==> src/rtl/bram_port_arbiter.sv <==
// Round-robin arbiter sharing one two-cycle BRAM width-converter port between
// NUM_REQ requesters, with owner lock for atomic read-modify-write sequences.
module bram_port_arbiter #(
    parameter int unsigned NUM_REQ    = 2,
    parameter int unsigned ADDR_WIDTH = 7,
    parameter int unsigned DATA_WIDTH = 32
) (
    input  logic                          clk_i,
    input  logic                          rst_ni,
    input  logic [NUM_REQ-1:0]            req_i,
    input  logic [NUM_REQ-1:0]            we_i,
    input  logic [NUM_REQ-1:0]            lock_i,
    input  logic [NUM_REQ*ADDR_WIDTH-1:0] addr_i,
    input  logic [NUM_REQ*DATA_WIDTH-1:0] wdata_i,
    output logic [NUM_REQ-1:0]            gnt_o,
    output logic [NUM_REQ-1:0]            rvalid_o,
    output logic [DATA_WIDTH-1:0]         rdata_o,
    output logic                          busy_o,
    output logic                          locked_o,
    output logic                          err_o,
    output logic                          conv_en_o,
    output logic                          conv_we_o,
    output logic [ADDR_WIDTH-1:0]         conv_addr_o,
    output logic [DATA_WIDTH-1:0]         conv_din_o,
    input  logic [DATA_WIDTH-1:0]         conv_dout_i,
    input  logic                          conv_valid_i,
    input  logic                          conv_ready_i
);
    localparam int unsigned IDX_W = $clog2(NUM_REQ);

    typedef enum logic {IDLE, BUSY} state_e;

    state_e           state_q, state_d;
    logic [IDX_W-1:0] owner_q, owner_d;
    logic [IDX_W-1:0] rr_ptr_q, rr_ptr_d;
    logic             lock_q, lock_d;
    logic             lock_hold_q, lock_hold_d;
    logic             pending_q, pending_d;

    logic [IDX_W-1:0]      win;
    logic                  found;
    logic                  issue;
    logic                  sel_we;
    logic                  sel_lock;
    logic [ADDR_WIDTH-1:0] sel_addr;
    logic [DATA_WIDTH-1:0] sel_wdata;

    // Scan from rr_ptr upward with wrap; while locked only the owner may win.
    always_comb begin : pick_winner
        logic [IDX_W:0]   sum;
        logic [IDX_W-1:0] idx;
        found = 1'b0;
        win   = '0;
        sum   = '0;
        idx   = '0;
        for (int i = 0; i < NUM_REQ; i++) begin
            sum = {1'b0, rr_ptr_q} + (IDX_W+1)'(i);
            if (sum >= (IDX_W+1)'(NUM_REQ)) begin
                sum = sum - (IDX_W+1)'(NUM_REQ);
            end
            idx = sum[IDX_W-1:0];
            if (!found && req_i[idx] && (!lock_q || idx == owner_q)) begin
                found = 1'b1;
                win   = idx;
            end
        end
    end

    always_comb begin
        sel_we    = 1'b0;
        sel_lock  = 1'b0;
        sel_addr  = '0;
        sel_wdata = '0;
        for (int i = 0; i < NUM_REQ; i++) begin
            if (IDX_W'(i) == win) begin
                sel_we    = we_i[i];
                sel_lock  = lock_i[i];
                sel_addr  = addr_i[i*ADDR_WIDTH +: ADDR_WIDTH];
                sel_wdata = wdata_i[i*DATA_WIDTH +: DATA_WIDTH];
            end
        end
    end

    // Qualifying with rst_ni keeps every output at 0 while reset is held.
    assign issue = rst_ni && (state_q == IDLE) && conv_ready_i && found;

    // A lock request takes effect at grant; a release is held back in
    // lock_hold_q until the releasing access leaves BUSY.
    always_comb begin
        state_d     = state_q;
        owner_d     = owner_q;
        rr_ptr_d    = rr_ptr_q;
        lock_d      = lock_q;
        lock_hold_d = lock_hold_q;
        pending_d   = pending_q;
        if (state_q == BUSY) begin
            state_d   = IDLE;
            lock_d    = lock_hold_q;
            pending_d = 1'b0;
        end else if (issue) begin
            state_d     = BUSY;
            owner_d     = win;
            pending_d   = !sel_we;
            lock_d      = lock_q | sel_lock;
            lock_hold_d = sel_lock;
            if (!lock_q) begin
                rr_ptr_d = (win == IDX_W'(NUM_REQ-1)) ? '0 : win + IDX_W'(1);
            end
        end
    end

    always_ff @(posedge clk_i or negedge rst_ni) begin
        if (!rst_ni) begin
            state_q     <= IDLE;
            owner_q     <= '0;
            rr_ptr_q    <= '0;
            lock_q      <= 1'b0;
            lock_hold_q <= 1'b0;
            pending_q   <= 1'b0;
        end else begin
            state_q     <= state_d;
            owner_q     <= owner_d;
            rr_ptr_q    <= rr_ptr_d;
            lock_q      <= lock_d;
            lock_hold_q <= lock_hold_d;
            pending_q   <= pending_d;
        end
    end

    // Converter data is valid only for a pending read in BUSY; any other
    // valid, or a missing one, is a protocol error.
    always_comb begin
        gnt_o       = '0;
        rvalid_o    = '0;
        rdata_o     = '0;
        err_o       = 1'b0;
        conv_en_o   = 1'b0;
        conv_we_o   = 1'b0;
        conv_addr_o = '0;
        conv_din_o  = '0;
        if (issue) begin
            gnt_o[win]  = 1'b1;
            conv_en_o   = 1'b1;
            conv_we_o   = sel_we;
            conv_addr_o = sel_addr;
            conv_din_o  = sel_wdata;
        end
        if (rst_ni && state_q == BUSY) begin
            if (pending_q && conv_valid_i) begin
                rvalid_o[owner_q] = 1'b1;
                rdata_o           = conv_dout_i;
            end
            err_o = (pending_q != conv_valid_i);
        end else if (rst_ni && conv_valid_i) begin
            err_o = 1'b1;
        end
    end

    assign busy_o   = (state_q == BUSY);
    assign locked_o = lock_q;

endmodule

==> config.mk <==
export PLATFORM = sky130hd
export DESIGN_NAME = bram_port_arbiter
export DESIGN_NICKNAME = d
export VERILOG_FILES = /design/src/rtl/bram_port_arbiter.sv
export SDC_FILE = /design/constraint.sdc
export NUM_CORES = 1
export LEC_CHECK = 0
export CAP_MARGIN = 20
export CELL_PAD_IN_SITES_DETAIL_PLACEMENT = 0
export CELL_PAD_IN_SITES_GLOBAL_PLACEMENT = 1
export CORE_UTILIZATION = 11
export DETAILED_ROUTE_END_ITERATION = 8
export MAX_ROUTING_LAYER = met4
export PLACE_DENSITY_LB_ADDON = 0.1
export SLEW_MARGIN = 15
export SYNTH_ARGS = -nofsm -noshare
export SYNTH_HDL_FRONTEND = slang
export SYNTH_SLANG_ARGS = --single-unit
==> constraint.sdc <==
create_clock -name clk_i -period 2.65 [get_ports clk_i]
set_clock_uncertainty 0.15 [all_clocks]
set_input_delay 0.53 -clock clk_i [delete_from_list [all_inputs] [get_ports clk_i]]
set_output_delay 0.53 -clock clk_i [all_outputs]
set_load 0.03 [all_outputs]
==> results of run 1 <==
cell type report:
cell class / instances / area [um2]
Sequential cell: 6 / 150
Timing Repair Buffer: 234 / 2420
Multi-Input combinational cell: 101 / 825
Clock buffer: 3 / 41.3
Inverter: 2 / 7.51
Fill cell: 907 / 5310
Tap cell: 108 / 135
synth_stat cells (2+ instances only):
library cell	count	share of area [%]
clkbuf_1	3	1.1
buf_2	4	1.9
nor2b_1	2	1.2
nand2b_1	3	1.8
nor2_1	3	1.1
mux2i_1	2	1.9
a22o_1	33	28
or3b_1	2	1.7
buf_6	4	4.4
inv_1	2	0.73
dfrtp_1	6	15
and2_1	33	20
nor3_1	2	0.97
a22o_2	7	6.8
worst paths after layout:
kind,from,slack [ps],end,cells after the start
worst max-delay path,locked_o$_DFFE_PN0P_,-20,conv_din_o[13],7
worst min-delay path,rst_ni,280,busy_o$_DFF_PN0_,2
worst max register to register,locked_o$_DFFE_PN0P_,600,owner_q$_DFFE_PN0P_,9
worst min register to register,pending_q$_DFFE_PN0P_,400,pending_q$_DFFE_PN0P_,2
max in group asynchronous,rst_ni,1950,lock_hold_q$_DFFE_PN0P_,2
min in group clk_i,pending_q$_DFFE_PN0P_,400,pending_q$_DFFE_PN0P_,2
stage by stage:
step           total power, mW  setup slack, ps  cell area, um2  hold WS (ps)  utilization (%)
5_1_grt                   1.49            -70.1            3580           292             40.2
3_5_place_dp              1.05             -353            3060           342             34.4
3_3_place_gp              1.05             -350            3060           347             34.4
6_report                  1.41            -15.1            3580           279             40.2
4_1_cts                   1.38             -113            3520           287             39.6
2_1_floorplan            0.610             72.9            1030          84.4                -
state kept, by name, summed over array words and instances (netlist names):
register     cells
owner_q          1
lock_hold_q      1
busy_o           1
locked_o         1
rr_ptr_q         1
pending_q        1
logic make-up after synthesis:
family / count (synthesis) / synth area share (%)
compound gates: 45 / 39.8
fa+ha+maj: 1 / 1.21
flops: 6 / 14.5
simple gates: 52 / 33.3
buf+inv: 13 / 8.12
mux: 3 / 3.03
power by group through the flow:
stage                     registers [mW]  logic [mW]  clock network [mW]
after global placement             0.161       0.889                   0
after CTS                          0.159        1.08               0.141
after floorplan                    0.177       0.433                   0
final                              0.161        1.11               0.137
after detailed placement           0.163       0.885                   0
after global routing               0.167        1.18               0.149
per-layer routing:
layer,wire (um),share of wire (%),GRT usage (%),vias to the layer above
met5,0,0,-,-
met4,28,0.40,1.03,0
met3,396,5.6,2.41,2
met2,3900,55,26.4,99
met1,2740,39,15.1,832
li1,-,-,-,914
timing repair:
action,4_1_cts,5_1_grt
buffers inserted,11,5
pin swaps,21,9
cloned,7,2
resized for setup,49,10
setup endpoints to repair,43,40
hold buffers,0,0
hold endpoints to repair,0,0
worst max-delay path, stage by stage, from the launching register on:
cell and delay, ps:
dfrtp_1 390, or3b_4 400, and3_4 170, nor3_4 130
buf_4 200, clkbuf_16 170, a22o_1 140, buf_4 150
==> flow_summary.json, run 1 <==
{
  "status": "finished with violations",
  "violations": "negative setup slack",
  "clk_pin_slew_ps": 40,
  "yosysUniqueCellTypes": 28,
  "clockRootBuffer": "clkbuf_8",
  "insertion_delay_ps": 220,
  "hold_violations": 0,
  "setup_viol": 6,
  "syn-num-nets": 241,
  "syn_inst": 120,
  "power_frac_seq_pct": 11.4,
  "synth-seq-cells": 6,
  "power.leakage_nw": 1.61,
  "postSynth.asyncResetShare_pct": 100,
  "dp_hpwl_mm": 5.10,
  "grt_pass1_wl_mm": 10.1,
  "p_comb_share_pct": 78.8,
  "cts-buffers-inserted": 3,
  "crit_required_ps": 1970,
  "fin_crit_sh_pct": 101,
  "port_buffers": 199,
  "cts_max_path_buffers": 2,
  "max-cap-violations": 0,
  "drv_slew": 0,
  "syn2layout_area_growth_pct": 247,
  "grt.total_usage_pct": 13.7,
  "cts_tree": "yes",
  "fin_nets": 469,
  "finalSetupTns_ps": -41.8,
  "crit_path_end_kind": "output pin",
  "syn_area_per_cell_um2": 8.60,
  "crit_path_start_kind": "flip-flop",
  "hp-class": "in -> async",
  "die_area_mm2": 0.00978,
  "slew_headroom_pct": 70.8,
  "ir_drop_v": 0.000149,
  "routedWlPerCell_um": 15.6,
  "switchingPower_mw": 0.553,
  "grt_overflow_total": 0,
  "synth_area_mm2": 0.00103,
  "gp_congestion": 0.718,
  "synth-edff-count": 0,
  "rsz0062_at_grt": "yes",
  "ios": 200,
  "rows": 34,
  "drtIter0Drc": 25,
  "grt_max_degree": 35,
  "drc_errors": 0,
  "cts_max_level": 1,
  "start_util_pct": 11.6,
  "ys.flop_type": "dfrtp_1",
  "critPathKind": "reg -> out",
  "vias_per_cell": 4.07,
  "p_int_mw": 0.857,
  "maxClockFrequency_mhz": 375,
  "dp.cells": 430,
  "final_cell_mix": "117 x clkdlybuf4s50_1, 60 x buf_4, 40 x buf_6, 33 x a22o_1, 33 x and2_1",
  "route.final.wire_length_mm": 7.07,
  "die-width_um": 98.9,
  "setup_slack_ps": -15.1,
  "vias": 1847,
  "cts_sinks": 6,
  "die_h_um": 98.9,
  "worstPathArrival_ps": 1990,
  "critPathMaxFanout": 10,
  "drive_gt1_share_pct": 38.4,
  "final_common_cell": "clkdlybuf4s50_1",
  "drtPass1Iterations": 6,
  "grt_pass1_vias": 1893,
  "postRouteAntennaNets": 0,
  "grt_antenna_before_repair": 0,
  "worst_pin_slew_ps": 434,
  "p_per_area_mw_per_mm2": 394,
  "synth_seq_area_share_pct": 14.5,
  "min_period_ps": 2670,
  "synth-warning-count": 0,
  "final_cells": 454,
  "diodes": 0,
  "switching_share_pct": 39.2,
  "core_area_mm2": 0.00889,
  "power.share.clock_pct": 9.7
}
Note: power is estimated with default switching activity, not from simulation.
==> inputs of run 2 (changes only) <==
==> constraint.sdc (replaced) <==
create_clock -name clk_i -period 2.65 [get_ports clk_i]
set_clock_uncertainty 0.15 [all_clocks]
set_input_delay 0.265 -clock clk_i [delete_from_list [all_inputs] [get_ports clk_i]]
set_output_delay 0.265 -clock clk_i [all_outputs]
set_load 0.03 [all_outputs]
==> flow_summary.json, run 2 (synthesized netlist as in run 1, its figures left out) <==
{
  "max-cap-violations": 0,
  "drive_gt1_share_pct": 31.8,
  "p_per_area_mw_per_mm2": 376,
  "slew_headroom_pct": 69.8,
  "worst_pin_slew_ps": 451,
  "die_h_um": 98.9,
  "cts_max_level": 1,
  "grt_max_degree": 43,
  "postCtsResizedCells": 0,
  "grt_overflow_total": 0,
  "diodes": 0,
  "die_area_mm2": 0.00978,
  "cts_sinks": 6,
  "max_stage_delay_ps": 490,
  "rsz0062_at_grt": "no",
  "cts_max_path_buffers": 2,
  "cts_setup_buffers": 0,
  "final_cell_mix": "122 x clkdlybuf4s50_1, 81 x buf_4, 33 x a22o_1, 33 x and2_1, 7 x a22o_2",
  "dp_hpwl_mm": 5.05,
  "ios": 200,
  "grt_pass1_wl_mm": 8.83,
  "setup_viol": 0,
  "fin_crit_sh_pct": 93.9,
  "multi_input_area_um2": 801,
  "critPathKind": "in -> out",
  "rows": 34,
  "gp_congestion": 0.759,
  "syn2layout_area_growth_pct": 193,
  "clk_pin_slew_ps": 40,
  "status": "finished with violations",
  "vias_per_cell": 3.99,
  "drtPass1Iterations": 6,
  "cp_slowest_cell": "clkdlybuf4s50_1",
  "hold_violations": 0,
  "min_period_ps": 2490,
  "nFillCells": 950,
  "postRouteAntennaNets": 0,
  "vias": 1699,
  "core_area_mm2": 0.00889,
  "power.leakage_nw": 1.36,
  "violations": "design-rule violations",
  "ir_drop_v": 0.000136,
  "crit_path_end_kind": "output pin",
  "finalSetupTns_ps": 0,
  "critPathMaxFanout": 42,
  "clockRootBuffer": "clkbuf_8",
  "drv_slew": 0,
  "grt_pass1_vias": 1660,
  "drtIter0Drc": 18,
  "final_common_cell": "clkdlybuf4s50_1",
  "route.final.wire_length_mm": 5.82,
  "cts_tree": "yes",
  "final_util_pct": 34.0,
  "grt.total_usage_pct": 11.7,
  "grt_antenna_before_repair": 0,
  "maxClockFrequency_mhz": 402,
  "crit_chain": "clkdlybuf4s50_1 > or3b_1 > and3_4 > nor3_4 > buf_12 > a22o_2 > buf_4",
  "worstPathArrival_ps": 2070,
  "hp-class": "in -> async",
  "port_buffers": 199,
  "drc_errors": 1,
  "fin_nets": 441,
  "crit_path_start_kind": "input pin",
  "insertion_delay_ps": 220,
  "die-width_um": 98.9,
  "regArea_um2": 150,
  "start_util_pct": 11.6,
  "crit_required_ps": 2240,
  "cts-buffers-inserted": 3,
  "holdBufCountCts": 0,
  "routedWlPerCell_um": 13.7
}
## run 2: cell types whose count changed in the layout (fill, tap and decap cells not counted), sizes merged
| cell | change |
|---|---|
| dlygate4sd2 | -2 |
| clkdlybuf4s50 | +5 |
| clkbuf | -2 |
| buf | -28 |
| clkdlybuf4s15 | -1 |
## run 2: area by class of cell
cell class | count | share of cell area (%)
multi-input cells | 101 | 26.5
flip-flops and latches | 6 | 4.96
clock buffers | 3 | 1.37
well taps | 108 | 4.47
inverters | 2 | 0.248
repair buffers | 206 | 62.5
## run 2: final timing paths
path,startpoint,end,slack (ps),depth (start not counted)
setup / recovery,req_i[0],conv_din_o[5],160,7
hold / removal,rst_ni,busy_o$_DFF_PN0_,320,2
setup reg to reg,locked_o$_DFFE_PN0P_,owner_q$_DFFE_PN0P_,760,5
hold reg to reg,rr_ptr_q$_DFFE_PN0P_,rr_ptr_q$_DFFE_PN0P_,340,1
max in group asynchronous,rst_ni,lock_hold_q$_DFFE_PN0P_,1910,2
min in group clk_i,rr_ptr_q$_DFFE_PN0P_,rr_ptr_q$_DFFE_PN0P_,340,1
## run 2: worst max-delay path: cells and delay by family
kind / cells / cell delay, ps
AND/OR/NAND/NOR: 3 / 730
AO/OA/AOI/OAI: 1 / 180
buffers and inverters: 3 / 870
## run 2: stage by stage
step / instance area [um2] / worst slack [ps] / cells / power, mW / hold WS (ps)
2_1_floorplan: 1030 / 338 / 120 / 0.610 / -181
3_3_place_gp: 2980 / 155 / 423 / 1.02 / 342
3_5_place_dp: 2980 / 170 / 423 / 1.01 / 334
4_1_cts: 3020 / 155 / 426 / 1.15 / 325
5_1_grt: 3020 / 46.1 / 426 / 1.22 / 344
6_report: 3020 / 162 / 426 / 1.14 / 321
## run 2: metal layers
layer / vias up / wire length, um / track usage (%)
li1: 853 / - / -
met1: 754 / 2180 / 13.1
met2: 92 / 3260 / 22.1
met3: 0 / 376 / 2.70
met4: 0 / 0 / 0.689
met5: - / 0 / -
## run 2: report_power, final
group / internal, mW / switching (mW)
sequential: 0.131 / 0.0358
clock: 0.0975 / 0.0380
combinational: 0.437 / 0.398
==> inputs of run 3 (changes only) <==
Settings changed: PLACE_DENSITY set to 0.91, PLACE_DENSITY_LB_ADDON 0.1 to not set, SKIP_CTS_REPAIR_TIMING set to 1.
==> flow_summary.json, run 3 (synthesized netlist as in run 1, its figures left out) <==
{
  "final_common_cell": "clkdlybuf4s50_1",
  "worst_hold_slack_ps": 259,
  "drtPass1Iterations": 4,
  "postRouteAntennaNets": 0,
  "final_util_pct": 34.1,
  "clk_pin_slew_ps": 40,
  "clockRootBuffer": "clkbuf_8",
  "die-width_um": 98.9,
  "critPathMaxFanout": 26,
  "p_per_area_mw_per_mm2": 377,
  "p_int_mw": 0.666,
  "crit_path_start_kind": "input pin",
  "drive_gt1_share_pct": 32.0,
  "rsz0062_at_grt": "no",
  "drc_errors": 0,
  "ios": 200,
  "slew_headroom_pct": 76.0,
  "die_area_mm2": 0.00978,
  "crit_chain": "clkdlybuf4s50_1 > or3b_1 > and3_4 > nor3_4 > buf_12 > a22o_1 > buf_12",
  "crit_cells": 7,
  "maxClockFrequency_mhz": 396,
  "grt_antenna_before_repair": 0,
  "power_frac_seq_pct": 14.8,
  "max_stage_delay_ps": 510,
  "routedWlPerCell_um": 12.6,
  "dp_hpwl_mm": 4.58,
  "switchingPower_mw": 0.475,
  "drv_slew": 0,
  "insertion_delay_ps": 220,
  "worstPathArrival_ps": 2110,
  "switching_share_pct": 41.6,
  "crit_required_ps": 2240,
  "cts_tree": "yes",
  "drtIter0Drc": 32,
  "cts_max_path_buffers": 2,
  "grt_pass1_vias": 1712,
  "route.final.wire_length_mm": 5.39,
  "worst_pin_slew_ps": 356,
  "p_comb_share_pct": 73.2,
  "gp_congestion": 0.755,
  "dp.cells": 424,
  "status": "complete, no violations",
  "start_util_pct": 11.6,
  "critPathMostFrequentCell": "buf_12",
  "finalSetupTns_ps": 0,
  "setup_viol": 0,
  "min_period_ps": 2520,
  "timing.critical_path.buf_inv": 3,
  "ir_drop_v": 0.000141,
  "ff2ff_path_depth": 5,
  "vias": 1724,
  "grt_max_degree": 35,
  "cp_slowest_cell": "clkdlybuf4s50_1",
  "hp-class": "in -> async",
  "fin_crit_sh_pct": 95.3,
  "nFillCells": 909,
  "crit_family": "buffers and inverters",
  "grt_overflow_total": 0,
  "cts_sinks": 6,
  "grt_pass1_wl_mm": 8.02,
  "power.leakage_nw": 1.36,
  "final_cells": 427,
  "crit_path_end_kind": "output pin",
  "die_h_um": 98.9,
  "hold_violations": 0,
  "max-cap-violations": 0,
  "fin_nets": 442,
  "diodes": 0,
  "power.share.clock_pct": 12.0,
  "syn2layout_area_growth_pct": 193,
  "core_area_mm2": 0.00889,
  "cts_max_level": 1,
  "rows": 34,
  "port_buffers": 199,
  "critPathKind": "in -> out",
  "final_cell_mix": "122 x clkdlybuf4s50_1, 82 x buf_4, 33 x a22o_1, 33 x and2_1, 7 x a22o_2",
  "grt.total_usage_pct": 10.4,
  "vias_per_cell": 4.04,
  "cts-buffers-inserted": 3
}
[run 3: metal layers]
metal / global-route usage, % / wire [um] / vias to the layer above / share of wire (%)
met5: - / 0 / - / 0
met4: 2.18 / 27 / 0 / 0.50
met3: 1.99 / 425 / 2 / 7.9
met2: 19.4 / 2790 / 102 / 52
met1: 11.3 / 2150 / 766 / 40
li1: - / - / 854 / -
[run 3: path summary, 6_finish.rpt]
check,startpoint,to,slack [ps]
max in group asynchronous,rst_ni,pending_q$_DFFE_PN0P_,1970
worst min register to register,rr_ptr_q$_DFFE_PN0P_,rr_ptr_q$_DFFE_PN0P_,350
min in group clk_i,rr_ptr_q$_DFFE_PN0P_,rr_ptr_q$_DFFE_PN0P_,350
worst max register to register,locked_o$_DFFE_PN0P_,owner_q$_DFFE_PN0P_,780
worst min-delay path,rst_ni,rr_ptr_q$_DFFE_PN0P_,260
worst max-delay path,req_i[0],conv_we_o,130
[run 3: metrics by stage]
step | setup WS (ps) | power (mW) | instance area (um2)
after global placement | 160 | 1.00 | 2980
after CTS | 90.6 | 1.15 | 3020
after floorplan | 338 | 0.610 | 1030
after global routing | 14.3 | 1.21 | 3030
final | 126 | 1.14 | 3030
after detailed placement | 105 | 1.01 | 2980
[run 3: area by class of cell]
cell class / instances / area [um2] / area share (%)
tap: 108 / 135 / 4.46
clock buffer: 3 / 41.3 / 1.36
multi-input combinational: 101 / 806 / 26.6
timing repair buffer: 207 / 1890 / 62.4
sequential: 6 / 150 / 4.96
inverter: 2 / 7.51 / 0.248
[run 3: power groups by stage]
stage	clock network, mW	logic (mW)	registers (mW)
detailed placement	0	0.839	0.171
global route	0.149	0.885	0.174
finish	0.137	0.835	0.169
CTS	0.143	0.843	0.169
global placement	0	0.833	0.170
floorplan	0	0.433	0.177
